$ cat src/rtl/branch_resolve_cycle_if.sv
// branch_resolve_cycle_if: decode-to-execute bus between fetch/decode and the branch resolve stage.
//   Decode side (driven by fetch/decode): InstrD, PCD, PCPlus4D, RD1D, RD2D
//   Execute side (driven by the stage):    PCSrcE, PCTargetE, ValidE, LinkWriteE, RdE,
//                                          LinkDataE, MisalignE, BranchCnt, TakenCnt
//   Modports: slave = the resolve stage, master = the fetch/decode side.
interface branch_resolve_cycle_if #(
    parameter int CNT_WIDTH = 32
);
    logic [31:0]          InstrD;
    logic [31:0]          PCD;
    logic [31:0]          PCPlus4D;
    logic [31:0]          RD1D;
    logic [31:0]          RD2D;
    logic                 PCSrcE;
    logic [31:0]          PCTargetE;
    logic                 ValidE;
    logic                 LinkWriteE;
    logic [4:0]           RdE;
    logic [31:0]          LinkDataE;
    logic                 MisalignE;
    logic [CNT_WIDTH-1:0] BranchCnt;
    logic [CNT_WIDTH-1:0] TakenCnt;

    modport slave (
        input  InstrD, PCD, PCPlus4D, RD1D, RD2D,
        output PCSrcE, PCTargetE, ValidE, LinkWriteE, RdE, LinkDataE, MisalignE,
               BranchCnt, TakenCnt
    );

    modport master (
        output InstrD, PCD, PCPlus4D, RD1D, RD2D,
        input  PCSrcE, PCTargetE, ValidE, LinkWriteE, RdE, LinkDataE, MisalignE,
               BranchCnt, TakenCnt
    );
endinterface

$ cat src/rtl/branch_resolve_cycle.sv
// branch_resolve_cycle: E-stage control-flow resolver with redirect, wrong-path squash and branch statistics.
//   clk  : clock, all state on the rising edge
//   rst  : synchronous active-low reset
//   bus  : branch_resolve_cycle_if.slave
//          in  InstrD/PCD/PCPlus4D/RD1D/RD2D from decode
//          out PCSrcE/PCTargetE redirect to fetch, ValidE, link outputs, MisalignE, counters
module branch_resolve_cycle #(
    parameter int SHADOW_SLOTS = 2,
    parameter int CNT_WIDTH    = 32
) (
    input logic                  clk,
    input logic                  rst,
    branch_resolve_cycle_if.slave bus
);
    typedef enum logic {RUN, SHADOW} state_t;

    state_t               state, state_next;
    logic [1:0]           squash_cnt, squash_next;
    logic [31:0]          instr_e, pc_e, pc4_e, rd1_e, rd2_e;
    logic                 valid_e;
    logic [CNT_WIDTH-1:0] branch_cnt, taken_cnt;

    logic [6:0]  opcode;
    logic [2:0]  funct3;
    logic [31:0] imm_b, imm_j, imm_i, target;
    logic        is_br, is_jal, is_jalr, is_ctrl, is_link;
    logic        eq, slt, ult, cond, taken, misalign, pc_src;

    assign opcode = instr_e[6:0];
    assign funct3 = instr_e[14:12];
    assign imm_b  = {{20{instr_e[31]}}, instr_e[7], instr_e[30:25], instr_e[11:8], 1'b0};
    assign imm_j  = {{12{instr_e[31]}}, instr_e[19:12], instr_e[20], instr_e[30:21], 1'b0};
    assign imm_i  = {{20{instr_e[31]}}, instr_e[31:20]};

    assign is_br   = opcode == 7'b1100011;
    assign is_jal  = opcode == 7'b1101111;
    assign is_jalr = opcode == 7'b1100111 && funct3 == 3'b000;
    assign is_link = is_jal | is_jalr;
    assign is_ctrl = is_br | is_link;

    assign eq  = rd1_e == rd2_e;
    assign slt = $signed(rd1_e) < $signed(rd2_e);
    assign ult = rd1_e < rd2_e;
    // funct3[2:1] picks the comparison, funct3[0] inverts it; 01x has no comparison and is never taken
    assign cond = (funct3[2:1] == 2'b01) ? 1'b0 : ((funct3[2] ? (funct3[1] ? ult : slt) : eq) ^ funct3[0]);

    assign target   = is_jalr ? ((rd1_e + imm_i) & ~32'd1) : pc_e + (is_jal ? imm_j : imm_b);
    assign taken    = valid_e & (is_link | (is_br & cond));
    assign misalign = taken & (target[1:0] != 2'b00);
    assign pc_src   = taken & ~misalign;

    assign bus.PCSrcE     = pc_src;
    assign bus.PCTargetE  = (valid_e & is_ctrl) ? target : 32'd0;
    assign bus.ValidE     = valid_e;
    assign bus.MisalignE  = misalign;
    assign bus.LinkWriteE = valid_e & is_link & (instr_e[11:7] != 5'd0);
    assign bus.RdE        = instr_e[11:7];
    assign bus.LinkDataE  = pc4_e;
    assign bus.BranchCnt  = branch_cnt;
    assign bus.TakenCnt   = taken_cnt;

    // Squash count covers the shadow slots after the redirect edge itself, which already loads an invalid slot
    always_comb begin
        state_next  = state;
        squash_next = squash_cnt;
        if (state == RUN) begin
            if (pc_src) begin
                squash_next = 2'(SHADOW_SLOTS - 1);
                if (SHADOW_SLOTS > 1)
                    state_next = SHADOW;
            end
        end else begin
            squash_next = squash_cnt - 2'd1;
            if (squash_cnt == 2'd1)
                state_next = RUN;
        end
    end

    always_ff @(posedge clk) begin
        if (!rst) begin
            state      <= RUN;
            squash_cnt <= 2'd0;
            instr_e    <= 32'd0;
            pc_e       <= 32'd0;
            pc4_e      <= 32'd0;
            rd1_e      <= 32'd0;
            rd2_e      <= 32'd0;
            valid_e    <= 1'b0;
            branch_cnt <= '0;
            taken_cnt  <= '0;
        end else begin
            state      <= state_next;
            squash_cnt <= squash_next;
            instr_e    <= bus.InstrD;
            pc_e       <= bus.PCD;
            pc4_e      <= bus.PCPlus4D;
            rd1_e      <= bus.RD1D;
            rd2_e      <= bus.RD2D;
            valid_e    <= (bus.InstrD != 32'd0) && !pc_src && (squash_cnt == 2'd0);
            branch_cnt <= branch_cnt + CNT_WIDTH'(valid_e & is_ctrl);
            taken_cnt  <= taken_cnt + CNT_WIDTH'(pc_src);
        end
    end
endmodule

$ cat src/flat_wrapper.sv
// flat-port wrapper written by rule: the top's interface ports become plain ports
module branch_resolve_cycle_flat 
#(
    parameter int SHADOW_SLOTS = 2,
    parameter int CNT_WIDTH    = 32
)
  (clk, rst, bus_InstrD, bus_PCD, bus_PCPlus4D, bus_RD1D, bus_RD2D, bus_PCSrcE, bus_PCTargetE, bus_ValidE, bus_LinkWriteE, bus_RdE, bus_LinkDataE, bus_MisalignE, bus_BranchCnt, bus_TakenCnt);
  branch_resolve_cycle_if #(.CNT_WIDTH(CNT_WIDTH)) bus_i ();
  input logic clk;
  input logic rst;
  input wire logic [$bits(bus_i.InstrD)-1:0] bus_InstrD;
  input wire logic [$bits(bus_i.PCD)-1:0] bus_PCD;
  input wire logic [$bits(bus_i.PCPlus4D)-1:0] bus_PCPlus4D;
  input wire logic [$bits(bus_i.RD1D)-1:0] bus_RD1D;
  input wire logic [$bits(bus_i.RD2D)-1:0] bus_RD2D;
  output wire logic [$bits(bus_i.PCSrcE)-1:0] bus_PCSrcE;
  output wire logic [$bits(bus_i.PCTargetE)-1:0] bus_PCTargetE;
  output wire logic [$bits(bus_i.ValidE)-1:0] bus_ValidE;
  output wire logic [$bits(bus_i.LinkWriteE)-1:0] bus_LinkWriteE;
  output wire logic [$bits(bus_i.RdE)-1:0] bus_RdE;
  output wire logic [$bits(bus_i.LinkDataE)-1:0] bus_LinkDataE;
  output wire logic [$bits(bus_i.MisalignE)-1:0] bus_MisalignE;
  output wire logic [$bits(bus_i.BranchCnt)-1:0] bus_BranchCnt;
  output wire logic [$bits(bus_i.TakenCnt)-1:0] bus_TakenCnt;
  assign bus_i.InstrD = bus_InstrD;
  assign bus_i.PCD = bus_PCD;
  assign bus_i.PCPlus4D = bus_PCPlus4D;
  assign bus_i.RD1D = bus_RD1D;
  assign bus_i.RD2D = bus_RD2D;
  assign bus_PCSrcE = bus_i.PCSrcE;
  assign bus_PCTargetE = bus_i.PCTargetE;
  assign bus_ValidE = bus_i.ValidE;
  assign bus_LinkWriteE = bus_i.LinkWriteE;
  assign bus_RdE = bus_i.RdE;
  assign bus_LinkDataE = bus_i.LinkDataE;
  assign bus_MisalignE = bus_i.MisalignE;
  assign bus_BranchCnt = bus_i.BranchCnt;
  assign bus_TakenCnt = bus_i.TakenCnt;
  branch_resolve_cycle #(.SHADOW_SLOTS(SHADOW_SLOTS), .CNT_WIDTH(CNT_WIDTH)) u_core (.clk(clk), .rst(rst), .bus(bus_i));
endmodule
$ cat config.mk
export PLATFORM = sky130hd
export DESIGN_NAME = branch_resolve_cycle_flat
export DESIGN_NICKNAME = d
export VERILOG_FILES = /design/src/rtl/branch_resolve_cycle_if.sv /design/src/rtl/branch_resolve_cycle.sv /design/src/flat_wrapper.sv
export SDC_FILE = /design/constraint.sdc
export NUM_CORES = 1
export LEC_CHECK = 0
export ABC_AREA = 1
export BUFFER_PORTS_ARGS = -buffer_cell sky130_fd_sc_hd__buf_2
export CELL_PAD_IN_SITES_DETAIL_PLACEMENT = 1
export CELL_PAD_IN_SITES_GLOBAL_PLACEMENT = 2
export CORE_ASPECT_RATIO = 1.2
export CORE_MARGIN = 5
export CORE_UTILIZATION = 32
export CTS_CLUSTER_SIZE = 16
export DETAILED_ROUTE_END_ITERATION = 6
export GPL_ROUTABILITY_DRIVEN = 1
export HOLD_SLACK_MARGIN = 0.02
export PLACE_DENSITY = 0.95
export RECOVER_POWER = 25
export SYNTH_ARGS = -nofsm -noshare
export SYNTH_HDL_FRONTEND = slang
export SYNTH_SLANG_ARGS = --single-unit
$ cat constraint.sdc
create_clock -name clk -period 6.2 [get_ports clk]
set_input_delay 1.24 -clock clk [delete_from_list [all_inputs] [get_ports clk]]
set_output_delay 1.24 -clock clk [all_outputs]
set_load 0.01 [all_outputs]
# --- Yosys cells after proc, flatten, opt, wreduce, memory -nomap -nowiden ---
# Index checks and enable logic that the tools add are counted.
op_classes:
  n_addsub: 5
  magnitude_cmp: 2
  n_eq_ne: 6
  muxes: 11
  n_bitwise: 13
  n_reduce_logical: 10
ops:
  columns: ["op", "count"]
  rows:
  - ["adder 32 bit", 3]
  - ["< comparator 32 bit", 2]
  - ["two-way mux 32 bit", 2]
  - ["adder 32 x 1 -> 32 bit", 1]
  - ["== test 32 bit", 1]
  - ["nonzero test 32 bit", 1]
  - ["== test 7 bit, second input constant", 3]
  - ["two-way mux 20 bit", 1]
  - ["AND 1 bit", 8]
  - ["two-way mux 1 bit", 6]
  - ["nonzero test 5 bit", 1]
  - ["== test 2 x 1 -> 1 bit, second input constant", 2]
  - ["two-way mux 2 bit", 2]
  - ["nonzero test 2 bit", 2]
  - ["logical AND 1 bit", 3]
  - ["logical NOT 3 bit", 1]
  - ["bitwise OR 1 bit", 3]
  - ["logical NOT 2 bit", 1]
  - ["subtractor 2 x 1 -> 2 bit, second input constant", 1]
  - ["logical NOT 1 bit", 1]
  - ["inverter 1 bit", 1]
  - ["bitwise XOR 1 bit", 1]
totals:
  register_bits: 228
  input_bits: 162
  elab_cells: 57

# --- Depth between registers and ports, before layout ---
# Gate-level depths: netlist (run 1).
logic_depth:
  ltp_word: 14
  depth_mapped: 37

# --- Worst setup path after synthesis (run 1) ---
# Ideal clock, no wire load.
synth_timing:
  path_kind: "reg2out"
  from: "reg u_core.instr_e[6]"
  to: "out bus_PCTargetE[29]"
  t_arrival_ps: 3158
  required_time_ps: 4960
  path_slack_ps: 1802
  stages_incl_launch_ff: 18
  n_path_buf: 1
  cell_sequence: "dfxtp_1 > nand2_1 > nor2_1 > nand4_1 > clkbuf_1 > o21ai_0 > ha_1 > inv_1 > fa_1 > o21ai_0 > inv_1 > o21bai_1 > a21oi_1 > o21ai_0 > nand4_1 > nand2_1 > nand2_1 > a311oi_1"
synth_via:
  elab_chain_len: 6
synth_lines:
  columns: ["element", "line_no", "source"]
  rows:
  - ["start: declaration", "branch_resolve_cycle.sv:19", "logic [31:0] instr_e, pc_e, pc4_e, rd1_e, rd2_e;"]
  - ["start signal: assignment", "branch_resolve_cycle.sv:94", "instr_e <= bus.InstrD;"]
  - ["parallel branches: the longest is 5 deep, another holds adder 32 bit", null, null]
  - ["two-way mux 32 bit *", "branch_resolve_cycle.sv:53", "assign bus.PCTargetE = (valid_e & is_ctrl) ? target : 32'd0;"]
  - ["end: declaration", "flat_wrapper.sv:17", "output wire logic [$bits(bus_i.PCTargetE)-1:0] bus_PCTargetE;"]
# Every way passes the cells marked *.

# --- Final worst setup path (run 1) ---
layout_timing:
  from: "reg u_core.instr_e[5]"
  to: "out bus_PCTargetE[22]"
# Same word-level chain as after synthesis.

==> run metrics, run 1 <==
synthesized flop and latch total about 230; DP Area 0.0148 mm²; failing checks max-capacitance violations, max-slew violations; Remaining Overflow, GRT 0; Startpoint Class register; fin area ~0.016 mm²; vias per cell about 4.8; total routed wirelength 44100 µm; Die H around 230 µm; post-detail-place hpwl roughly 36000 µm; Hold WS 0.472 ns; Main synth FF type dfxtp_1; Finished Layout Cells 2700; H-tree depth 1; P_leak slightly below 0.009 µW; Die W 192 µm; final hold vios 0; CTS max path bufs 3; DRC violations left 0; Initial Utilization between 30% and 40%; Cells after Synth 1843; min Tclk post-route 5.42 ns; cts repair resizes 0; area of the multi-input gates 0.00651 mm²; Avg WL per Cell 16.3 µm; total placed cells including tap cells around 2600; global-route wire length before repair 69300 µm; Worst Setup Path Type register to output port; gpl congestion 0.884; sequential element share of the synthesized area 35.8%; Synth Warn # 0; CTS clock-pin slew for the worst setup and hold paths 0.06 ns; die area 0.0439 mm²; CP startpoint u_core.instr_e[5]$_SDFF_PN0_; max_slew headroom -179%; via count 12878; Worst setup EP type output port; CP required 4.96 ns; hold buffer count at cts 0; Max Clock Skew 0.0173 ns; Clock Latency Late Sink 0.55 ns; syn nets between 2000 and 2500; DRT antenna net count 0; CTS tree done; Reg area 0.00456 mm²; Iter 0 DRT Violations 287; TNS Setup 0 ns; Syn Area/Cell approximately 7 µm²; clock root cell clkbuf_16; Clock Sink Count 228; R2R cell count 34; hold_sp u_core.bus.BranchCnt[31]$_SDFF_PN0_; vias in the first global route between 10000 and 15000; Std-Cell Rows 80; Area Growth Syn to Fin 23.8%; total CTS buffers 27; RSZ-0062 raised after global routing false; Final Cycle Share 87.4%; FF-to-FF Start u_core.rd1_e[31]$_SDFF_PN0_; Fmax 185 MHz; layout cells sized above 1 18.1%; DR pass1 iterations 4; Synth async-reset ratio 0%; initial antenna violation count 13; VDD IR-drop max 0.000183 V; IO Count 299; hold path depth 2; Syn Std Cell Area 0.0127 mm²; final slew viol count 120; final setup fails 0; Final Util 39.9%; worst-margin pin slew 4.19 ns; Port Buffer Count 298; Total GRT Usage between 10% and 20%; Reg2Reg Capture Point u_core.bus.TakenCnt[24]$_SDFF_PN0_; hold endpoint u_core.bus.BranchCnt[31]$_SDFF_PN0_; Fillers 5121; Max Fanout on Critical Path 7; number of enable flip-flop cells after synthesis 0; CP arrival 4.18 ns; # Max-Cap Violations 1; largest net degree at the start of global routing 120; R2R setup slack 1.45 ns; Power Density 235 mW/mm²; Final nets 2403; status complete, but fails checks; Yosys cell types just over 50; HP Class register to register; total core area 0.0395 mm²
==> what timing repair did <==
action                                 in CTS  in global routing
setup buffers                               0                  4
setup endpoints to repair                   0                 11
endpoints found under the hold margin       0                  0
==> worst max path at each step <==
stage | to | slack [ns] | depth (start not counted)
3_3_place_gp | bus_PCTargetE[21] | 1.04 | 18
3_5_place_dp | bus_PCTargetE[21] | 0.88 | 17
5_1_grt | bus_PCTargetE[21] | 0.36 | 19
6_report | bus_PCTargetE[22] | 0.78 | 21
2_1_floorplan | bus_PCTargetE[29] | 1.80 | 17
4_1_cts | bus_PCTargetE[21] | 0.27 | 17
==> synth_stat cells (3+ instances only) <==
cell      count  share of area (%)
or2_2         9               0.44
clkbuf_1     28               0.82
ha_1         98                9.6
nand2_2       7               0.34
mux2_2        3               0.27
o21ai_0      93                3.7
a21oi_1     161                6.3
nor2_2        6               0.29
a21o_1        5               0.29
buf_2         3               0.12
o221ai_1      3               0.21
a211oi_1      9               0.53
a31oi_1      22                1.1
nor2_4        9               0.80
o211ai_1      5               0.29
o21a_1       16               0.94
xnor2_1       9               0.62
nor4_1       21                1.0
nand2_1     410                 12
nor2_1      124                3.7
a311oi_1      5               0.34
nand4_1      25                1.2
dfxtp_1     228                 36
xor2_1       16                1.1
nand3_1      40                1.6
inv_1       402                 12
o21bai_1      7               0.41
nor3_1       35                1.4
o21ai_1       7               0.27
a221oi_1      4               0.27
buf_4         5               0.29
==> layer usage <==
metal | GRT usage [%] | routed length, µm | vias to the layer above
li1 | - | - | 6449
met1 | 20.2 | 16300 | 6048
met2 | 37.7 | 23300 | 285
met3 | 5.42 | 3010 | 84
met4 | 5.93 | 1370 | 12
met5 | 0 | 80 | -
==> worst max-delay path: stages, from the launching register on <==
cell and delay, ns:
dfxtp_1 0.31, nand2_1 0.05, nor2_1 0.21, nand4_1 0.13, buf_4 0.18, buf_4 0.13
mux2_2 0.27, ha_1 0.34, a21oi_1 0.19, o21ai_1 0.13, a21oi_1 0.20, o21ai_1 0.11
a21oi_1 0.34, o21ai_1 0.15, nand2_1 0.09, nand2_1 0.09, nand2_1 0.08, inv_1 0.03
o21ai_0 0.22, nand2_1 0.08, nor2_1 0.14, buf_2 0.15
==> registers in the layout, indices dropped and copies added (netlist names) <==
| register | flops |
|---|---|
| u_core.bus.BranchCnt | 32 |
| u_core.bus.LinkDataE | 32 |
| u_core.bus.TakenCnt | 32 |
| u_core.bus.ValidE | 1 |
| u_core.instr_e | 32 |
| u_core.pc_e | 32 |
| u_core.rd1_e | 32 |
| u_core.rd2_e | 32 |
| u_core.squash_cnt | 2 |
| u_core.state | 1 |
==> cells by family (layout without fill, tap and decap cells) <==
family	after synthesis	count (layout)	share of synthesized area [%]
and+or+nand+nor	698	698	23.9
buffers and inverters	443	759	13.2
AOI/OAI and AO/OA	346	346	15.2
DFF	228	228	35.8
adders and majority gates	100	100	9.93
xor gates and xnor gates	25	25	1.72
muxes	3	3	0.265
other	0	8	0
==> per-stage QoR <==
step | power [µW] | setup slack (ns)
2_1_floorplan | 1880 | 1.80
3_3_place_gp | 2050 | 1.04
3_5_place_dp | 2070 | 0.877
4_1_cts | 3770 | 0.271
5_1_grt | 3910 | 0.364
6_report | 3710 | 0.781
==> area by class of cell <==
type / count / area share [%]
diodes: 8 / 0.127
inverters: 405 / 9.64
multi-input cells: 1172 / 41.3
repair buffers: 307 / 9.87
flip-flops and latches: 228 / 28.9
clock inverters: 14 / 1.32
clock buffers: 33 / 4.62
well taps: 533 / 4.23
==> where the power goes <==
part,switching [µW],internal [µW],total (µW)
Combinational,293,184,477
Clock,637,1040,1680
Sequential,33.4,1520,1560
Total,963,2740,3710
==> placed cells by master (no fill, tap or decap), types with 4 or more instances in the layout <==
cell type	count
clkbuf_1	9
clkbuf_16	27
a21o_1	5
buf_2	291
a221oi_1	4
diode_2	8
o211ai_1	5
bufinv_16	5
ha_1	98
nand2_1	410
nor2_4	9
buf_4	9
o21ai_0	93
xnor2_1	9
a21oi_1	161
or2_2	9
o21bai_1	7
nor4_1	20
a211oi_1	9
a31oi_1	22
nor2_1	124
o21ai_1	7
a311oi_1	5
nor2_2	6
xor2_1	16
nand2_2	7
nor3_1	35
nand3_1	40
clkinv_2	5
o21a_1	16
dfxtp_1	228
inv_1	402
nand4_1	25
(Power assumes the default switching activity.)
==> run 2, diff against run 1 <==
Settings changed: CORE_ASPECT_RATIO 1.2 to unset.
==> run 2 against run 1 <==
  * Combinational power is 0.8% lower
  * Critical path type unchanged
  * Clock-buffer cell count shrank 1
  * Non-clock buffer count up 1
  * Total power is 0.39% lower
  * Clock skew decreased by 0.0099 ns
  * Utilization decreased by 0.12 points
  * The run still ends with max-capacitance violations, max-slew violations left
==> run metrics, run 2 (synthesized netlist as in run 1, its figures left out) <==
status complete, but fails checks; failing checks max-capacitance violations, max-slew violations; Initial Utilization 32.2%; Psw 988 µW; met2 wire length 22400 µm; H-tree depth 1; initial antenna violation count 14; final setup margin approximately 0.71 ns; hold buffer count at cts 0; most used cell along the critical path o21ai_0; Startpoint Class register; TNS Setup 0 ns; Power Density 235 mW/mm²; highest metal used met5; DRT antenna net count 0; min Tclk post-route between 5 and 6 ns; clock root cell clkbuf_16; die area 0.0439 mm²; HP Class register to register; Post CTS Setup Buffer Count 0; vias in the first global route 13561; Pint 2710 µW; total routed wirelength 44500 µm; switching share of power 26.7%; Comb power frac between 10% and 20%; CP arrival 4.25 ns; worst-margin pin slew around 2.6 ns; P_leak 0.00871 µW; Port Buffer Count 298; final setup fails 0; final hold vios 0; Max Clock Skew 0.00743 ns; layout cells sized above 1 a little under a fifth; Fmax roughly 180 MHz; Avg WL per Cell 16.6 µm; commonest cells after routing, fill and taps aside nand2_1 (410), inv_1 (402), buf_2 (297); DP Worst Slack 0.812 ns; total CTS buffers 27; Clock Latency Late Sink 0.56 ns; global-route wire length before repair around 70000 µm; vias per cell 4.76; largest net degree at the start of global routing 75; RSZ-0062 raised after global routing false; IO Count around 300; Std-Cell Rows 73; Area Growth Syn to Fin 23.4%; Die H 210 µm; worst-path cell with the longest stage delay fa_1; DRC violations left 0; final slew viol count 126; met1 WL approximately 18000 µm; slowest cell delay on critical path between 0.4 and 0.5 ns; Final Cycle Share between 80% and 90%; max_slew headroom -75.4%; Clk pwr share 45.1%; Remaining Overflow, GRT 0; gpl congestion 0.895; CTS tree done; Clock Sink Count roughly 230; VDD IR-drop max 0.000175 V; # Max-Cap Violations 2; WL met3 3110 µm; Max Fanout on Critical Path 8; cts repair resizes 0; Die W 210 µm; Worst Setup Path Type register to output port; post-detail-place hpwl 36600 µm; Total GRT Usage between 10% and 20%; Iter 0 DRT Violations 409; via count ~13000; CP required 4.96 ns; CTS clock-pin slew for the worst setup and hold paths ~0.060 ns; commonest non-fill, non-tap cell in the layout nand2_1; total core area about 0.040 mm²; DR pass1 iterations 5; Worst setup EP type output port; sequential share of power 42.1%; Final nets between 2000 and 2500; CP Cell Sequence nand2_1 -> nor2_1 -> nand4_1 -> buf_4 -> o21ai_0 -> inv_1 -> fa_1 -> o21ai_0 -> inv_1 -> o21bai_1 -> a21oi_1 -> inv_1 -> a21oi_1 -> o21ai_0 -> xor2_1 -> o21ai_0 -> a31oi_1 -> buf_2; CTS max path bufs 3
-- run 2: cell types whose count changed in the layout (fill, tap and decap cells not counted), moves of 2 or more --
cell / change
diode_2: -6
buf_2: +6
clkinv_2: +2
clkbuf_1: -5
-- run 2: stage by stage --
stage | power, µW | area [µm²] | std cells | util [%] | hold WS [ns]
2_1_floorplan | 1880 | 12700 | 1843 | - | 0.460
3_3_place_gp | 2050 | 14800 | 2635 | 37.4 | 0.449
3_5_place_dp | 2060 | 14800 | 2635 | 37.4 | 0.464
4_1_cts | 3760 | 15700 | 2682 | 39.7 | 0.481
5_1_grt | 3890 | 15700 | 2686 | 39.8 | 0.497
6_report | 3690 | 15700 | 2687 | 39.8 | 0.477
-- run 2: path summary, 6_finish.rpt --
check	from	to	slack, ns	cells after the start
max	u_core.instr_e[5]$_SDFF_PN0_	bus_PCTargetE[21]	0.71	18
min	u_core.bus.BranchCnt[31]$_SDFF_PN0_	u_core.bus.BranchCnt[31]$_SDFF_PN0_	0.48	2
max reg2reg	u_core.rd2_e[31]$_SDFF_PN0_	u_core.bus.TakenCnt[24]$_SDFF_PN0_	1.34	35
min reg2reg	u_core.bus.BranchCnt[31]$_SDFF_PN0_	u_core.bus.BranchCnt[31]$_SDFF_PN0_	0.48	2
-- run 2: worst max-delay path: cells and delay by family (launching register included) --
kind / cells / cell delay [ns]
compound gates: 8 / 1.64
xor+xnor: 1 / 0.15
fa+ha+maj: 1 / 0.45
buf+inv: 5 / 0.70
flops: 1 / 0.31
simple gates: 3 / 0.41
-- run 2: layout make-up --
type / count / area (µm²)
clock buffer: 32 / 724
fill: 5119 / 23800
timing repair buffer: 308 / 1560
tap: 525 / 657
inverter: 405 / 1520
sequential: 228 / 4560
multi-input combinational: 1172 / 6500
antenna: 2 / 5.00
clock inverter: 15 / 200
-- run 2: power by group through the flow --
| stage | logic [µW] | clock network [µW] | registers [µW] |
|---|---|---|---|
| after floorplan | 296 | 0 | 1580 |
| after global placement | 459 | 0 | 1590 |
| after detailed placement | 474 | 0 | 1590 |
| after CTS | 478 | 1730 | 1560 |
| after global routing | 542 | 1780 | 1560 |
| final | 473 | 1670 | 1560 |
-- run 2: layer usage --
layer | track usage, % | vias up
met5 | 0 | -
met4 | 4.50 | 24
met3 | 5.98 | 77
met2 | 36.0 | 269
met1 | 22.2 | 5984
li1 | - | 6448
==> run 3, diff against run 2 <==
Settings changed: GPL_TIMING_DRIVEN set to 0.
==> run 3 against run 2 <==
  * The flow now finishes without violations
  * Die area stayed put
  * Highest routed layer unchanged
  * Combinational power up 1%
  * Sequential power hardly changed
  * Non-clock buffer count increased by 31
  * First-iteration DRC count increased by 2.9%
==> run metrics, run 3 (synthesized netlist as in run 1, its figures left out) <==
Clk pwr share 46.8%; largest net degree at the start of global routing 24; vias in the first global route 13856; Worst setup EP type output port; Std-Cell Rows 73; global-route wire length before repair 72600 µm; Power Density roughly 240 mW/mm²; die area 0.0439 mm²; max_slew headroom 41.9%; VDD IR-drop max approximately 0.00020 V; initial antenna violation count 14; hold_sp u_core.bus.TakenCnt[31]$_SDFF_PN0_; Clock Sink Count ~230; commonest cells after routing, fill and taps aside nand2_1 (410), inv_1 (402), buf_2 (244); CTS tree done; Clock Latency Late Sink 0.57 ns; Initial Utilization 32.2%; final setup margin 0.479 ns; CP arrival 4.48 ns; gpl congestion 0.870; IO Count 299; CP Cell Sequence nand2_1 -> nor2_1 -> nand4_1 -> clkbuf_1 -> o21ai_0 -> ha_1 -> inv_1 -> fa_1 -> o21ai_0 -> inv_1 -> o21bai_2 -> a21oi_1 -> o21ai_0 -> or2_2 -> a21oi_1 -> a211oi_1 -> buf_2; Fillers 5169; P_leak 0.00858 µW; Startpoint Class register; final slew viol count 0; DRT antenna net count 0; Avg WL per Cell 17.0 µm; post-detail-place hpwl 38800 µm; total CTS buffers 27; FF-to-FF Start u_core.rd2_e[31]$_SDFF_PN0_; DR pass1 iterations 4; CP required 4.96 ns; via count 12910; Max Fanout on Critical Path 10; final setup fails 0; hold buffer count at cts 0; Psw 996 µW; CTS clock-pin slew for the worst setup and hold paths 0.06 ns; Iter 0 DRT Violations 421; Die W 210 µm; Area Growth Syn to Fin 24.6%; Total GRT Usage 20.6%; CTS max path bufs 3; Fmax 175 MHz; Port Buffer Count 297; DRC violations left 0; worst-margin pin slew 0.863 ns; Remaining Overflow, GRT 0; Comb power frac roughly 13%; Pint 2830 µW; DP Worst Slack 0.718 ns; most used cell along the critical path o21ai_0; switching share of power 26.1%; status completed; TNS Setup 0 ns; clock root cell clkbuf_16; total routed wirelength 46300 µm; # Max-Cap Violations 0; Hold WS between 0.4 and 0.5 ns; Final nets 2435; Final Cycle Share roughly 92%; worst-path cell with the longest stage delay a211oi_1; HP Class register to register; commonest non-fill, non-tap cell in the layout nand2_1; vias per cell 4.74; Die H 210 µm; H-tree depth 1; RSZ-0062 raised after global routing false; min Tclk post-route 5.72 ns; slowest cell delay on critical path between 0.4 and 0.5 ns; final hold vios 0; sequential share of power 40.7%; total core area 0.0395 mm²; CP startpoint u_core.instr_e[6]$_SDFF_PN0_; layout cells sized above 1 15.8%; Max Clock Skew approximately 0.011 ns; Worst Setup Path Type register to output port
-- run 3: changes by cell type in the layout (fill, tap and decap cells not counted), sizes merged --
cell / change
diode: +2
bufinv: +3
clkbuf: +81
buf: -51
clkinv: +1
inv: -2
-- run 3: critical path, delay by kind of cell (launching register included) --
family	cells	cell delay [ns]
DFF	1	0.31
buffers and inverters	4	0.67
adders and majority gates	2	0.59
AOI/OAI and AO/OA	7	1.64
and+or+nand+nor	4	0.71
-- run 3: routing by layer --
metal	wire, µm	track usage, %	up-vias
met1	18600	23.5	6025
met2	23300	37.7	262
met3	3230	6.20	82
li1	-	-	6519
met5	159	0	-
met4	1100	4.64	22
-- run 3: cell type report --
cell class              instances  area, µm²  area share (%)
multi-input cells            1172       6500            40.9
flip-flops and latches        228       4560            28.7
inverters                     405       1520            9.57
repair buffers                301       1460            9.21
clock buffers                  31        721            4.54
well taps                     525        657            4.14
clock inverters                17        278            1.75
plain buffers                  38        165            1.04
diodes                          4       10.0          0.0630
-- run 3: worst paths after layout --
check                                       end  cells past startpoint  slack (ns)
max                           bus_PCTargetE[11]                     17        0.48
min          u_core.bus.TakenCnt[31]$_SDFF_PN0_                      2        0.48
max reg2reg  u_core.bus.TakenCnt[28]$_SDFF_PN0_                     36        1.34
min reg2reg  u_core.bus.TakenCnt[31]$_SDFF_PN0_                      2        0.48
-- run 3: power by group through the flow --
stage	clock, µW	sequential (µW)	combinational, µW
floorplan	0	1580	296
global placement	0	1590	467
detailed placement	0	1590	487
CTS	1850	1560	490
global route	1910	1560	549
finish	1790	1550	478
-- run 3: stage by stage --
step | cells | utilization [%] | total power (µW) | area (µm²)
after CTS | 2715 | 40.3 | 3900 | 15900
after detailed placement | 2667 | 37.7 | 2070 | 14900
final | 2721 | 40.1 | 3820 | 15900
after global routing | 2721 | 40.1 | 4020 | 15900
after floorplan | 1843 | - | 1880 | 12700
after global placement | 2665 | 37.6 | 2060 | 14900
-- run 3: what timing repair did --
item                       4_1_cts  5_1_grt
gates resized for setup          0        1
setup buffers                    0        2
setup endpoints to repair        0        7
